**src/rtl/mem_bus_pkg.sv**
```systemverilog
// Shared definitions for the two-master picorv32 memory-bus arbiter:
// state encoding, the default error word and the MMIO addresses the benches use.
package mem_bus_pkg;

   localparam logic [1:0] ST_IDLE = 2'd0;
   localparam logic [1:0] ST_OWN0 = 2'd1;
   localparam logic [1:0] ST_OWN1 = 2'd2;

   typedef enum logic [1:0] {
      IDLE = ST_IDLE,
      OWN0 = ST_OWN0,
      OWN1 = ST_OWN1
   } state_e;

   localparam logic [31:0] ERR_DATA_DEF = 32'hDEADBEEF;

   localparam logic [31:0] MMIO_EXIT    = 32'h80000000;
   localparam logic [31:0] MMIO_CONSOLE = 32'h90000000;

endpackage

```
**src/rtl/mem_bus_arbiter_if.sv**
```systemverilog
// Native memory bus bundle: two requester ports and the shared memory port.
// The arbiter takes the slave view; the requesters and memory model take master.
interface mem_bus_arbiter_if;

   logic        m0_mem_valid, m1_mem_valid;
   logic [31:0] m0_mem_addr,  m1_mem_addr;
   logic [31:0] m0_mem_wdata, m1_mem_wdata;
   logic [3:0]  m0_mem_wstrb, m1_mem_wstrb;
   logic        m0_mem_ready, m1_mem_ready;
   logic [31:0] m0_mem_rdata, m1_mem_rdata;

   logic        s_mem_valid;
   logic [31:0] s_mem_addr;
   logic [31:0] s_mem_wdata;
   logic [3:0]  s_mem_wstrb;
   logic        s_mem_ready;
   logic [31:0] s_mem_rdata;

   modport slave (
      input  m0_mem_valid, m0_mem_addr, m0_mem_wdata, m0_mem_wstrb,
      input  m1_mem_valid, m1_mem_addr, m1_mem_wdata, m1_mem_wstrb,
      output m0_mem_ready, m0_mem_rdata, m1_mem_ready, m1_mem_rdata,
      output s_mem_valid, s_mem_addr, s_mem_wdata, s_mem_wstrb,
      input  s_mem_ready, s_mem_rdata
   );

   modport master (
      output m0_mem_valid, m0_mem_addr, m0_mem_wdata, m0_mem_wstrb,
      output m1_mem_valid, m1_mem_addr, m1_mem_wdata, m1_mem_wstrb,
      input  m0_mem_ready, m0_mem_rdata, m1_mem_ready, m1_mem_rdata,
      input  s_mem_valid, s_mem_addr, s_mem_wdata, s_mem_wstrb,
      output s_mem_ready, s_mem_rdata
   );

endinterface

```
**src/rtl/mem_bus_watchdog.sv**
```systemverilog
// Slave-response watchdog: counts stalled owned cycles and flags expiry
// at TIMEOUT-1. TIMEOUT=0 never expires.
module mem_bus_watchdog #(
   parameter int TIMEOUT = 256,
   parameter int CNT_W   = 16
) (
   input  logic clk,
   input  logic rst_n,
   input  logic clr,
   input  logic en,
   output logic expire
);

   localparam logic [CNT_W-1:0] LIMIT = (TIMEOUT > 0) ? CNT_W'(TIMEOUT - 1) : '0;

   logic [CNT_W-1:0] cnt_q, cnt_d;

   assign expire = (TIMEOUT > 0) && (cnt_q == LIMIT);

   // Holding at LIMIT is safe: the arbiter always leaves the owned state on expiry.
   always_comb begin
      cnt_d = cnt_q;
      if (clr)
         cnt_d = '0;
      else if (en && !expire)
         cnt_d = cnt_q + 1'b1;
   end

   always_ff @(posedge clk or negedge rst_n) begin
      if (!rst_n)
         cnt_q <= '0;
      else
         cnt_q <= cnt_d;
   end

endmodule

```
**src/rtl/mem_bus_arbiter.sv**
```systemverilog
// Two-master round-robin arbiter for the picorv32 native memory bus.
// One transaction per grant, one IDLE arbitration cycle, watchdog-forced completion.
module mem_bus_arbiter
   import mem_bus_pkg::*;
#(
   parameter int          TIMEOUT  = 256,
   parameter logic [31:0] ERR_DATA = ERR_DATA_DEF,
   parameter int          CNT_W    = 16
) (
   input  logic             clk,
   input  logic             rst_n,
   mem_bus_arbiter_if.slave bus,
   output logic             timeout_err,
   output logic [1:0]       grant
);

   logic [1:0]       req_v;
   logic [1:0][31:0] req_addr;
   logic [1:0][31:0] req_wdata;
   logic [1:0][3:0]  req_wstrb;

   assign req_v     = {bus.m1_mem_valid, bus.m0_mem_valid};
   assign req_addr  = {bus.m1_mem_addr,  bus.m0_mem_addr};
   assign req_wdata = {bus.m1_mem_wdata, bus.m0_mem_wdata};
   assign req_wstrb = {bus.m1_mem_wstrb, bus.m0_mem_wstrb};

   state_e      state_q, state_d;
   logic        last_q, last_d;
   logic        own, sel, cur_v, expire, tmo, s_valid, done;
   logic        wd_clr, wd_en;
   logic [31:0] rsp_data;

   // A real s_mem_ready in the expiry cycle beats the watchdog.
   always_comb begin
      own      = (state_q != IDLE);
      sel      = (state_q == OWN1);
      cur_v    = own & req_v[sel];
      tmo      = cur_v & expire & ~bus.s_mem_ready;
      s_valid  = cur_v & ~tmo;
      done     = (s_valid & bus.s_mem_ready) | tmo;
      rsp_data = tmo ? ERR_DATA : bus.s_mem_rdata;
   end

   always_comb begin
      state_d = state_q;
      last_d  = last_q;
      case (state_q)
         IDLE: begin
            if (req_v == 2'b11)
               state_d = last_q ? OWN0 : OWN1;
            else if (req_v[0])
               state_d = OWN0;
            else if (req_v[1])
               state_d = OWN1;
         end
         OWN0, OWN1: begin
            if (done) begin
               state_d = IDLE;
               last_d  = sel;
            end else if (!cur_v) begin
               state_d = IDLE;
            end
         end
         default: state_d = IDLE;
      endcase
      wd_clr = (state_d == IDLE);
      wd_en  = own & ~bus.s_mem_ready;
   end

   always_ff @(posedge clk or negedge rst_n) begin
      if (!rst_n) begin
         state_q <= IDLE;
         last_q  <= 1'b1;
      end else begin
         state_q <= state_d;
         last_q  <= last_d;
      end
   end

   mem_bus_watchdog #(
      .TIMEOUT (TIMEOUT),
      .CNT_W   (CNT_W)
   ) u_wdog (
      .clk    (clk),
      .rst_n  (rst_n),
      .clr    (wd_clr),
      .en     (wd_en),
      .expire (expire)
   );

   assign grant       = {state_q == OWN1, state_q == OWN0};
   assign timeout_err = tmo;

   assign bus.s_mem_valid  = s_valid;
   assign bus.s_mem_addr   = own ? req_addr[sel]  : '0;
   assign bus.s_mem_wdata  = own ? req_wdata[sel] : '0;
   assign bus.s_mem_wstrb  = own ? req_wstrb[sel] : '0;

   assign bus.m0_mem_ready = grant[0] & done;
   assign bus.m1_mem_ready = grant[1] & done;
   assign bus.m0_mem_rdata = grant[0] ? rsp_data : '0;
   assign bus.m1_mem_rdata = grant[1] ? rsp_data : '0;

endmodule

```
**src/flat_wrapper.sv**
```systemverilog
// flat-port wrapper written by rule: the top's interface ports become plain ports
module mem_bus_arbiter_flat import mem_bus_pkg::*;
#(
   parameter int          TIMEOUT  = 256,
   parameter logic [31:0] ERR_DATA = ERR_DATA_DEF,
   parameter int          CNT_W    = 16
)
  (clk, rst_n, timeout_err, grant, bus_m0_mem_valid, bus_m0_mem_addr, bus_m0_mem_wdata, bus_m0_mem_wstrb, bus_m1_mem_valid, bus_m1_mem_addr, bus_m1_mem_wdata, bus_m1_mem_wstrb, bus_m0_mem_ready, bus_m0_mem_rdata, bus_m1_mem_ready, bus_m1_mem_rdata, bus_s_mem_valid, bus_s_mem_addr, bus_s_mem_wdata, bus_s_mem_wstrb, bus_s_mem_ready, bus_s_mem_rdata);
  mem_bus_arbiter_if bus_i ();
  input  logic clk;
  input  logic rst_n;
  output logic timeout_err;
  output logic [1:0] grant;
  input wire logic [$bits(bus_i.m0_mem_valid)-1:0] bus_m0_mem_valid;
  input wire logic [$bits(bus_i.m0_mem_addr)-1:0] bus_m0_mem_addr;
  input wire logic [$bits(bus_i.m0_mem_wdata)-1:0] bus_m0_mem_wdata;
  input wire logic [$bits(bus_i.m0_mem_wstrb)-1:0] bus_m0_mem_wstrb;
  input wire logic [$bits(bus_i.m1_mem_valid)-1:0] bus_m1_mem_valid;
  input wire logic [$bits(bus_i.m1_mem_addr)-1:0] bus_m1_mem_addr;
  input wire logic [$bits(bus_i.m1_mem_wdata)-1:0] bus_m1_mem_wdata;
  input wire logic [$bits(bus_i.m1_mem_wstrb)-1:0] bus_m1_mem_wstrb;
  output wire logic [$bits(bus_i.m0_mem_ready)-1:0] bus_m0_mem_ready;
  output wire logic [$bits(bus_i.m0_mem_rdata)-1:0] bus_m0_mem_rdata;
  output wire logic [$bits(bus_i.m1_mem_ready)-1:0] bus_m1_mem_ready;
  output wire logic [$bits(bus_i.m1_mem_rdata)-1:0] bus_m1_mem_rdata;
  output wire logic [$bits(bus_i.s_mem_valid)-1:0] bus_s_mem_valid;
  output wire logic [$bits(bus_i.s_mem_addr)-1:0] bus_s_mem_addr;
  output wire logic [$bits(bus_i.s_mem_wdata)-1:0] bus_s_mem_wdata;
  output wire logic [$bits(bus_i.s_mem_wstrb)-1:0] bus_s_mem_wstrb;
  input wire logic [$bits(bus_i.s_mem_ready)-1:0] bus_s_mem_ready;
  input wire logic [$bits(bus_i.s_mem_rdata)-1:0] bus_s_mem_rdata;
  assign bus_i.m0_mem_valid = bus_m0_mem_valid;
  assign bus_i.m0_mem_addr = bus_m0_mem_addr;
  assign bus_i.m0_mem_wdata = bus_m0_mem_wdata;
  assign bus_i.m0_mem_wstrb = bus_m0_mem_wstrb;
  assign bus_i.m1_mem_valid = bus_m1_mem_valid;
  assign bus_i.m1_mem_addr = bus_m1_mem_addr;
  assign bus_i.m1_mem_wdata = bus_m1_mem_wdata;
  assign bus_i.m1_mem_wstrb = bus_m1_mem_wstrb;
  assign bus_m0_mem_ready = bus_i.m0_mem_ready;
  assign bus_m0_mem_rdata = bus_i.m0_mem_rdata;
  assign bus_m1_mem_ready = bus_i.m1_mem_ready;
  assign bus_m1_mem_rdata = bus_i.m1_mem_rdata;
  assign bus_s_mem_valid = bus_i.s_mem_valid;
  assign bus_s_mem_addr = bus_i.s_mem_addr;
  assign bus_s_mem_wdata = bus_i.s_mem_wdata;
  assign bus_s_mem_wstrb = bus_i.s_mem_wstrb;
  assign bus_i.s_mem_ready = bus_s_mem_ready;
  assign bus_i.s_mem_rdata = bus_s_mem_rdata;
  mem_bus_arbiter #(.TIMEOUT(TIMEOUT), .ERR_DATA(ERR_DATA), .CNT_W(CNT_W)) u_core (.clk(clk), .rst_n(rst_n), .bus(bus_i), .timeout_err(timeout_err), .grant(grant));
endmodule
```
**config.mk**
```make
export PLATFORM = sky130hd
export DESIGN_NAME = mem_bus_arbiter_flat
export DESIGN_NICKNAME = d
export VERILOG_FILES = /design/src/rtl/mem_bus_pkg.sv /design/src/rtl/mem_bus_arbiter_if.sv /design/src/rtl/mem_bus_watchdog.sv /design/src/rtl/mem_bus_arbiter.sv /design/src/flat_wrapper.sv
export SDC_FILE = /design/constraint.sdc
export NUM_CORES = 1
export LEC_CHECK = 0
export CAP_MARGIN = 20
export CORE_AREA = 5 5 117 119
export DETAILED_ROUTE_END_ITERATION = 6
export DIE_AREA = 0 0 122 124
export DONT_BUFFER_PORTS = 1
export GPL_TIMING_DRIVEN = 0
export PLACE_DENSITY = 0.47
export SLEW_MARGIN = 20
export SYNTH_ARGS = -nofsm -noshare
export SYNTH_HDL_FRONTEND = slang
export SYNTH_SLANG_ARGS = --single-unit
export TNS_END_PERCENT = 10
```
**constraint.sdc**
```tcl
create_clock -name clk -period 2.6 [get_ports clk]
set_clock_uncertainty 0.15 [all_clocks]
set_input_delay 0.39 -clock clk [delete_from_list [all_inputs] [get_ports clk]]
set_output_delay 0.39 -clock clk [all_outputs]
set_load 0.01 [all_outputs]
```
==> out/qor.csv, run 1 <==
metric,value,unit
status,"complete, but fails checks",
failing checks,setup timing,
Max IR drop VDD,0.377,mV
Clock transition at path regs,0.06,ns
clock buffer depth,2,
Hold Path End,u_core.u_wdog.cnt_q[4],
Post-Route WL,13.2,mm
R2R cell count,8,
H-tree level count,1,
RePlAce Congestion,0.784,
diodes inserted,0,
drt pass-1 iters,4,
f_max,0.331,GHz
die width,122,um
Detailed Route Iter0 Violations,113,
Layout area overhead,23.5,%
Mean Syn Cell Area,7.56,um2
WP data required,2.06,ns
Final Instance Area,0.00335,mm2
Hold Crit Class,in -> reg,
I/O pins,311,
number of distinct library cells after synthesis,43,
Hold Path Origin,bus_s_mem_ready,
vias in the first global route,2812,
Die Area,0.0151,mm2
CP endpoint kind,output pin,
hold path depth,2,
CTS root buf,clkbuf_16,
net total in the final layout,550,
storage element area,478,um2
synthesized area,0.00271,mm2
IO buf count,0,
Placed Cells incl. Taps,531,
P_leak,1.25,nW
CTS Sinks,19,
Final ANT Viol Nets,0,
DRC Markers,0,
Multi-input gate area,0.00224,mm2
minimum clock period,3.02,ns
pwr dens,1050,mW/mm2
Fillers,1357,
Syn Inst Count,359,
CTS tree,done,
Finished Layout Cells,543,
Worst-Skew Late Latency,0.26,ns
final worst slack,-0.420,ns
Worst EP arrival,2.48,ns
register bit count reported by yosys,19,
fin crit share,116,%
Final HPWL DP,11.2,mm
# Max-Cap Violations,0,
via count,2915,
RR Endpoint,u_core.u_wdog.cnt_q[8],
largest net degree at the start of global routing,20,
WS Path Type,reg -> out,
setup violators final,67,
YS warnings,0,
routed len/inst,24.3,um
share of cells above drive strength 1,21.3,%
initial antenna violation count,0,
grt total ovfl,0,
Syn Nets,537,
Fin. Hold Viols,0,
relative slew slack,39.7,%
sequential fraction of the synthesis area,17.6,%
first-pass GRT wire length,16.9,mm
placed cell areas,0.00299,mm2
Slew @ Worst Pin,0.902,ns
startpoint types,register,
GR Util All Layers,14.8,%
r2r setup slk,0.06,ns
Die Height,124,um
worst reg2reg startpoint,u_core.state_q[0],
crit path max fanout,8,
Max Slew Vio Count,0,
CTS Buf Count,3,
"commonest non-fill, non-tap cells in the layout","nor2_1 (70), mux2i_1 (68), o21a_1 (40)",
starting density of the core,21.8,%
DR vias/cell,5.37,
unrepaired setup endpoints after global routing,true,
FP Rows,41,
core area,0.0125,mm2
"leading cell type in the layout, fill and taps excluded",nor2_1,
## report_power, final
part	total (mW)	switching, mW	internal, mW
clock network	0.320	0.113	0.206
logic	2.84	1.93	0.909
registers	0.359	0.0312	0.328
total	3.52	2.08	1.44
## state kept, by name (all words and copies together) (netlist names)
signal               count
u_core.state_q           2
u_core.u_wdog.cnt_q     16
u_core.last_q            1
## how the worst max path moves through the flow
stage | start | end | slack, ns
floorplan | u_core.u_wdog.cnt_q[12] | bus_m0_mem_rdata[14] | -0.19
global placement | u_core.state_q[0] | bus_s_mem_addr[26] | -0.62
detailed placement | u_core.state_q[0] | bus_s_mem_addr[26] | -0.65
CTS | u_core.u_wdog.cnt_q[8] | bus_m0_mem_rdata[14] | -0.45
global route | u_core.u_wdog.cnt_q[8] | bus_m0_mem_rdata[14] | -0.48
finish | u_core.u_wdog.cnt_q[8] | bus_m0_mem_rdata[29] | -0.42
## layout make-up
class / count / area share [%]
Multi-Input combinational cell: 298 / 67.0
Sequential cell: 19 / 14.3
Tap cell: 172 / 6.42
Buffer: 32 / 6.12
Timing Repair Buffer: 10 / 2.95
Clock buffer: 3 / 2.24
Inverter: 8 / 0.896
Clock inverter: 1 / 0.149
## synth_stat cells, drive strengths merged
cell,n,area share (%)
mux2,1,0.41
nand3,3,0.55
o31ai,2,0.55
a21oi,8,1.5
nand4,4,0.92
and3,16,3.7
nand2b,1,0.23
nor4,5,1.2
dfrtp,18,17
or2,2,0.46
o41a,1,0.41
a2111oi,1,0.32
a32o,1,0.37
or4,4,1.4
nand2,6,0.83
and4,1,0.32
nand4bb,1,0.41
o41ai,1,0.32
a31oi,2,0.46
a211oi,1,0.28
nor3,7,1.5
o21ai,7,1.3
o21a,49,14
a311oi,1,0.32
o2bb2ai,1,0.32
dfstp,1,0.97
or3,7,1.8
xnor2,5,1.6
mux2i,69,25
ha,5,2.3
nor2,80,11
buf,14,3.1
and2,2,0.46
a32oi,2,0.65
clkbuf,20,2.8
nor3b,2,0.55
inv,8,1.1
## cells by family after synthesis
family / share of synthesized area [%]
AOI/OAI and AO/OA: 20.3
muxes: 25.9
xor gates and xnor gates: 1.61
and+or+nand+nor: 25.3
DFF: 17.6
buffers and inverters: 7.01
adders and majority gates: 2.31
## metrics by stage
step           setup slack [ns]  setup TNS (ns)  power, mW  util (%)  hold WS, ns
5_1_grt                  -0.476          -30.40       3.78      26.9        0.234
6_report                 -0.420          -23.09       3.52      26.9        0.231
3_3_place_gp             -0.622          -54.26       3.04      23.9      -0.0549
4_1_cts                  -0.448          -26.21       3.53      26.1        0.226
3_5_place_dp             -0.653          -58.13       3.07      24.0      -0.0549
2_1_floorplan            -0.190           -6.07       2.40         -      -0.0556
## worst max-delay path: stages (launching register included)
cell and delay, ns:
dfrtp_1 0.38, or4_4 0.54, or4_4 0.54, or3_4 0.44, buf_6 0.15, and3_4 0.18
## repair_timing
item                       in CTS  in global routing
hold buffers                    1                  0
pin swaps                      16                  4
cloned                          1                  1
setup buffers                   7                  0
gates resized for setup        42                 23
setup endpoints to repair     151                137
hold endpoints to repair       19                  0
## metal layers
metal / routed length [um] / track usage (%)
met1: 4920 / 17.3
met2: 6810 / 27.0
met3: 1290 / 4.27
met4: 151 / 3.01
met5: 0 / 0
Note: power is estimated with default switching activity, not from simulation.
==> inputs of run 2 (changes only) <==
--- a/config.mk
+++ b/config.mk
@@ -7,11 +7,13 @@
 export LEC_CHECK = 0
 export CAP_MARGIN = 20
 export CORE_AREA = 5 5 117 119
+export CTS_CLUSTER_DIAMETER = 80
 export DETAILED_ROUTE_END_ITERATION = 6
 export DIE_AREA = 0 0 122 124
 export DONT_BUFFER_PORTS = 1
 export GPL_TIMING_DRIVEN = 0
-export PLACE_DENSITY = 0.47
+export PLACE_DENSITY = 0.46
+export RECOVER_POWER = 50
 export SLEW_MARGIN = 20
 export SYNTH_ARGS = -nofsm -noshare
 export SYNTH_HDL_FRONTEND = slang
==> run 2 against run 1 <==
Effect of this change: routed wire length increased by 2.4%; largest power group unchanged; critical path type unchanged; die area stayed put; utilization up 1.1 points; the run still ends with setup timing left; design area up 4.0%; clock power rose by 2%.
==> out/qor.csv, run 2 (synthesized netlist as in run 1, its figures left out) <==
metric,value,unit,change
status,"complete, but fails checks",,
failing checks,setup timing,,
WP data required,2.06,ns,about the same
crit-path most repeated cell,or4_4,,
CP endpoint kind,output pin,,
post-layout util,27.9,%,+1.1 points
startpoint types,register,,
first-pass GRT wire length,17.3,mm,+2.2%
Post-Route WL,13.5,mm,+2.4%
RePlAce Congestion,0.758,,-3.2%
crit path max fanout,10,,+2
pwr dens,1030,mW/mm2,-2.4%
Worst-Skew Late Latency,0.25,ns,about the same
cell family with most CP delay,simple AND/OR/NAND/NOR gates,,
CP Cell Sequence,"or4_4, or4_4, or3_4, buf_6, and3_4",,
vias in the first global route,2799,,-0.46%
die width,122,um,unchanged
H-tree level count,1,,unchanged
biggest regs,"u_core.u_wdog.cnt_q (16), u_core.state_q (2), u_core.last_q (1)",,
CTS Buf Count,3,,unchanged
DR vias/cell,5.39,,+0.32%
Setup WS pre-CTS,-0.655,ns,-0.00202 ns
Fin. Hold Viols,0,,unchanged
share of cells above drive strength 1,24.4,%,+3.1 points
final worst slack,-0.432,ns,-0.0120 ns
"leading cell type in the layout, fill and taps excluded",nor2_1,,
setup TNS,-23.88,ns,-0.781 ns
largest net degree at the start of global routing,20,,unchanged
Max Slew Vio Count,0,,unchanged
Die Area,0.0151,mm2,unchanged
net total in the final layout,552,,+0.36%
P_leak,1.29,nW,+3.5%
Buf/Inv on CP,1,,unchanged
Final Power,3.57,mW,+1.5%
CTS Sinks,19,,unchanged
unrepaired setup endpoints after global routing,true,,
setup violators final,70,,+4.5%
CTS tree,done,,
Clock transition at path regs,0.06,ns,about the same
"commonest non-fill, non-tap cells in the layout","nor2_1 (75), mux2i_1 (66), o21a_1 (32)",,
Fillers,1366,,+0.66%
Max IR drop VDD,0.451,mV,+20%
Top reg by flops,u_core.u_wdog.cnt_q,,
GR Util All Layers,15.1,%,+0.29 points
Detailed Route Iter0 Violations,122,,+8.0%
initial antenna violation count,0,,unchanged
minimum clock period,3.03,ns,+0.0119 ns
crit-path max cell delay,0.55,ns,about the same
starting density of the core,21.8,%,unchanged
FP Rows,41,,unchanged
final hold slack,0.238,ns,+0.00676 ns
fin crit share,117,%,+0.46 points
routed len/inst,24.7,um,+2.0%
# Max-Cap Violations,0,,unchanged
WS Path Type,reg -> out,,
diodes inserted,0,,unchanged
clock buffer depth,2,,unchanged
CTS root buf,clkbuf_16,,
Die Height,124,um,unchanged
Final ANT Viol Nets,0,,unchanged
grt total ovfl,0,,unchanged
max reg flops,16,,unchanged
via count,2935,,+0.69%
I/O pins,311,,unchanged
relative slew slack,38.4,%,-1.3 points
Slew @ Worst Pin,0.921,ns,+0.0192 ns
Worst EP arrival,2.49,ns,about the same
Layout area overhead,28.4,%,
f_max,0.330,GHz,-0.39%
DRC Markers,0,,unchanged
core area,0.0125,mm2,unchanged
drt pass-1 iters,4,,unchanged
Final HPWL DP,11.5,mm,+2.6%
Hold Crit Class,in -> reg,,
CP max-delay cell,or4_4,,
IO buf count,0,,unchanged
## run 2: changes by cell type in the layout (fill, tap and decap cells not counted), sizes merged
cell	delta
buf	+2
clkinv	-1
clkbuf	+1
## run 2: stage by stage
stage | instances | instance area, um2
2_1_floorplan | 359 | 2760
3_3_place_gp | 531 | 2980
3_5_place_dp | 531 | 2980
4_1_cts | 543 | 3350
5_1_grt | 545 | 3480
6_report | 545 | 3480
## run 2: worst paths after layout
kind	startpoint	endpoint	slack [ns]	cells after the start
worst max-delay path	u_core.u_wdog.cnt_q[12]	bus_m0_mem_rdata[24]	-0.43	5
worst min-delay path	bus_s_mem_ready	u_core.u_wdog.cnt_q[4]	0.24	2
worst max register to register	u_core.u_wdog.cnt_q[12]	u_core.last_q	0.08	5
worst min register to register	u_core.u_wdog.cnt_q[0]	u_core.u_wdog.cnt_q[0]	0.40	1
max in group asynchronous	rst_n	u_core.u_wdog.cnt_q[10]	1.10	1
min in group asynchronous	rst_n	u_core.u_wdog.cnt_q[13]	0.57	1
## run 2: what timing repair did
item	CTS	global route
endpoints found under the hold margin	19	0
gates resized for setup	53	27
hold buffers	1	0
setup endpoints to repair	151	150
pin swaps	9	22
gates cloned	1	1
buffers inserted	9	1
## run 2: report_power, final
group	switching, mW	internal (mW)
combinational	1.94	0.941
sequential	0.0311	0.328
clock	0.118	0.209
## run 2: layout make-up
class                   count  area (um2)  share of cell area, %
well taps                 172         215                   6.18
plain buffers              31         211                   6.07
inverters                   8        30.0                  0.862
flip-flops and latches     19         479                   13.8
clock buffers               4        78.8                   2.26
repair buffers             13         145                   4.17
multi-input cells         298        2320                   66.7
## run 2: layer usage
layer	vias up	global-route usage (%)	wire, um
met1	1420	19.6	5330
met4	0	1.89	91
met3	6	4.50	1430
met5	-	0	0
li1	1308	-	-
met2	201	25.6	6630
==> inputs of run 3 (changes only) <==
--- a/config.mk
+++ b/config.mk
@@ -14,6 +14,7 @@
 export GPL_TIMING_DRIVEN = 0
 export PLACE_DENSITY = 0.46
 export RECOVER_POWER = 50
+export SKIP_LAST_GASP = 1
 export SLEW_MARGIN = 20
 export SYNTH_ARGS = -nofsm -noshare
 export SYNTH_HDL_FRONTEND = slang
==> run 3 against run 2 <==
Effect of this change: the flow still finishes with violations (setup timing); total power decreased by 2.4%; utilization decreased by 0.52 points; critical endpoint is now bus_m0_mem_rdata[17]; setup slack worse by 0.0021 ns; combinational power decreased by 3%; via count is 0.61% higher; die area did not move; largest power group unchanged; routed wire length is 0.47% lower; highest routed layer unchanged; design area is 1.9% lower; flip-flop and latch count stayed put.
==> out/qor.csv, run 3 (synthesized netlist as in run 1, its figures left out) <==
metric,value,unit,change
Finished Layout Cells,545,,unchanged
setup violators final,88,,+26%
Top reg by flops,u_core.u_wdog.cnt_q,,
Fillers,1367,,+0.073%
Comb pwr share,80.3,%,-0.5 points
via count,2953,,+0.61%
pwr dens,1020,mW/mm2,-0.56%
hold path depth,2,,unchanged
P_leak,1.26,nW,-2.1%
minimum clock period,3.03,ns,+0.00214 ns
clock power share,9.3,%,about the same
Worst EP arrival,2.49,ns,about the same
GR Util All Layers,15.0,%,-0.078 points
Slew @ Worst Pin,0.898,ns,-0.0231 ns
largest net degree at the start of global routing,20,,unchanged
Detailed Route Iter0 Violations,111,,-9.0%
Final Power,3.48,mW,-2.4%
I/O pins,311,,unchanged
Clock transition at path regs,0.06,ns,about the same
f_max,0.330,GHz,about the same
CTS tree,done,,
Die Area,0.0151,mm2,unchanged
RePlAce Congestion,0.758,,unchanged
biggest regs,"u_core.u_wdog.cnt_q (16), u_core.state_q (2), u_core.last_q (1)",,
Fin. Hold Viols,0,,unchanged
Final ANT Viol Nets,0,,unchanged
crit-path max cell delay,0.55,ns,about the same
crit-path most repeated cell,or4_4,,
# Max-Cap Violations,0,,unchanged
Max IR drop VDD,0.447,mV,-0.86%
Hold Path Origin,bus_s_mem_ready,,
CP endpoint kind,output pin,,
DRC Markers,0,,unchanged
net total in the final layout,552,,unchanged
CTS Sinks,19,,unchanged
routed len/inst,24.6,um,-0.47%
H-tree level count,1,,unchanged
R2R cell count,6,,+1
CP max-delay cell,or4_4,,
FP Rows,41,,unchanged
grt total ovfl,0,,unchanged
share of cells above drive strength 1,20.4,%,-4.0 points
IO buf count,0,,unchanged
unrepaired setup endpoints after global routing,true,,
diodes inserted,0,,unchanged
fin crit share,117,%,about the same
r2r setup slk,-0.15,ns,-0.23 ns
WP data required,2.06,ns,about the same
max reg flops,16,,unchanged
Hold Path End,u_core.u_wdog.cnt_q[4],,
crit path max fanout,10,,unchanged
Worst-Skew Late Latency,0.25,ns,about the same
Placed Cells incl. Taps,531,,unchanged
Post-Route WL,13.4,mm,-0.47%
CTS Buf Count,3,,unchanged
CTS root buf,clkbuf_16,,
Die Height,124,um,unchanged
Final HPWL DP,11.5,mm,unchanged
core area,0.0125,mm2,unchanged
Pint,1.43,mW,-3.0%
status,"complete, but fails checks",,
sw power,2.05,mW,-2.0%
setup TNS,-27.28,ns,-3.40 ns
first-pass GRT wire length,17.2,mm,-0.68%
switching fraction of total power,58.9,%,+0.25 points
Setup WS pre-CTS,-0.655,ns,unchanged
startpoint types,register,,
power share of the sequential group,10.3,%,+0.2 points
Max Slew Vio Count,0,,unchanged
RR Endpoint,u_core.u_wdog.cnt_q[14],,
die width,122,um,unchanged
final worst slack,-0.434,ns,-0.00214 ns
drt pass-1 iters,4,,unchanged
starting density of the core,21.8,%,unchanged
"commonest non-fill, non-tap cells in the layout","nor2_1 (77), mux2i_1 (67), o21a_1 (32)",,
relative slew slack,39.9,%,+1.5 points
worst reg2reg startpoint,u_core.u_wdog.cnt_q[12],,
initial antenna violation count,0,,unchanged
CP Cell Sequence,"or4_4, or4_4, or3_4, buf_6, and3_4",,
"leading cell type in the layout, fill and taps excluded",nor2_1,,
clock buffer depth,2,,unchanged
DR vias/cell,5.42,,+0.61%
WS Path Type,reg -> out,,
Layout area overhead,26.0,%,
Hold Crit Class,in -> reg,,
post-layout util,27.4,%,-0.52 points
vias in the first global route,2788,,-0.39%
failing checks,setup timing,,
-- run 3: worst max-delay path: cells and delay by family (launching register included) --
kind | cells | cell delay (ns)
buffers and inverters | 1 | 0.16
flip-flops | 1 | 0.38
AND/OR/NAND/NOR | 4 | 1.71
-- run 3: timing repair --
| item | in CTS | in global routing |
|---|---|---|
| resized for setup | 43 | 11 |
| hold buffers | 1 | 0 |
| endpoints found under the hold margin | 19 | 0 |
| cloned | 1 | 1 |
| buffers inserted | 9 | 1 |
| endpoints found under the setup margin | 151 | 150 |
| pin swaps | 9 | 8 |
-- run 3: metrics by stage --
step | hold slack, ns | area [um2]
floorplan | -0.0556 | 2760
global placement | -0.0547 | 2980
detailed placement | -0.0547 | 2980
CTS | 0.237 | 3320
global route | 0.290 | 3420
finish | 0.234 | 3420
-- run 3: final cells by class --
type | count | area (um2) | share of cell area, %
multi-input combinational | 298 | 2270 | 66.5
sequential | 19 | 479 | 14.0
tap | 172 | 215 | 6.30
buffer | 31 | 196 | 5.75
timing repair buffer | 13 | 145 | 4.25
clock buffer | 4 | 78.8 | 2.31
inverter | 8 | 30.0 | 0.878
-- run 3: metal layers --
| layer | global-route usage, % | vias up | part of all wire [%] |
|---|---|---|---|
| met1 | 19.5 | 1426 | 39 |
| met2 | 25.4 | 210 | 49 |
| met5 | 0 | - | 0 |
| met4 | 1.96 | 0 | 0.72 |
| li1 | - | 1309 | - |
| met3 | 4.45 | 8 | 11 |
-- run 3: worst max-delay path by stage --
| stage | start | endpoint | slack [ns] | cells after the start |
|---|---|---|---|---|
| final | u_core.u_wdog.cnt_q[12] | bus_m0_mem_rdata[17] | -0.43 | 5 |
| after global routing | u_core.u_wdog.cnt_q[12] | bus_m0_mem_rdata[23] | -0.49 | 6 |
| after CTS | u_core.u_wdog.cnt_q[10] | bus_m0_mem_rdata[17] | -0.44 | 5 |
| after detailed placement | u_core.state_q[0] | bus_s_mem_addr[25] | -0.66 | 7 |
| after global placement | u_core.state_q[0] | bus_s_mem_wdata[28] | -0.61 | 7 |
| after floorplan | u_core.u_wdog.cnt_q[12] | bus_m0_mem_rdata[14] | -0.19 | 6 |
-- run 3: power by group through the flow --
stage / clock, mW / combinational [mW] / sequential (mW)
after global placement: 0 / 2.67 / 0.361
after detailed placement: 0 / 2.70 / 0.364
after CTS: 0.329 / 2.82 / 0.359
after global routing: 0.343 / 3.04 / 0.364
final: 0.326 / 2.80 / 0.359
after floorplan: 0 / 2.05 / 0.356
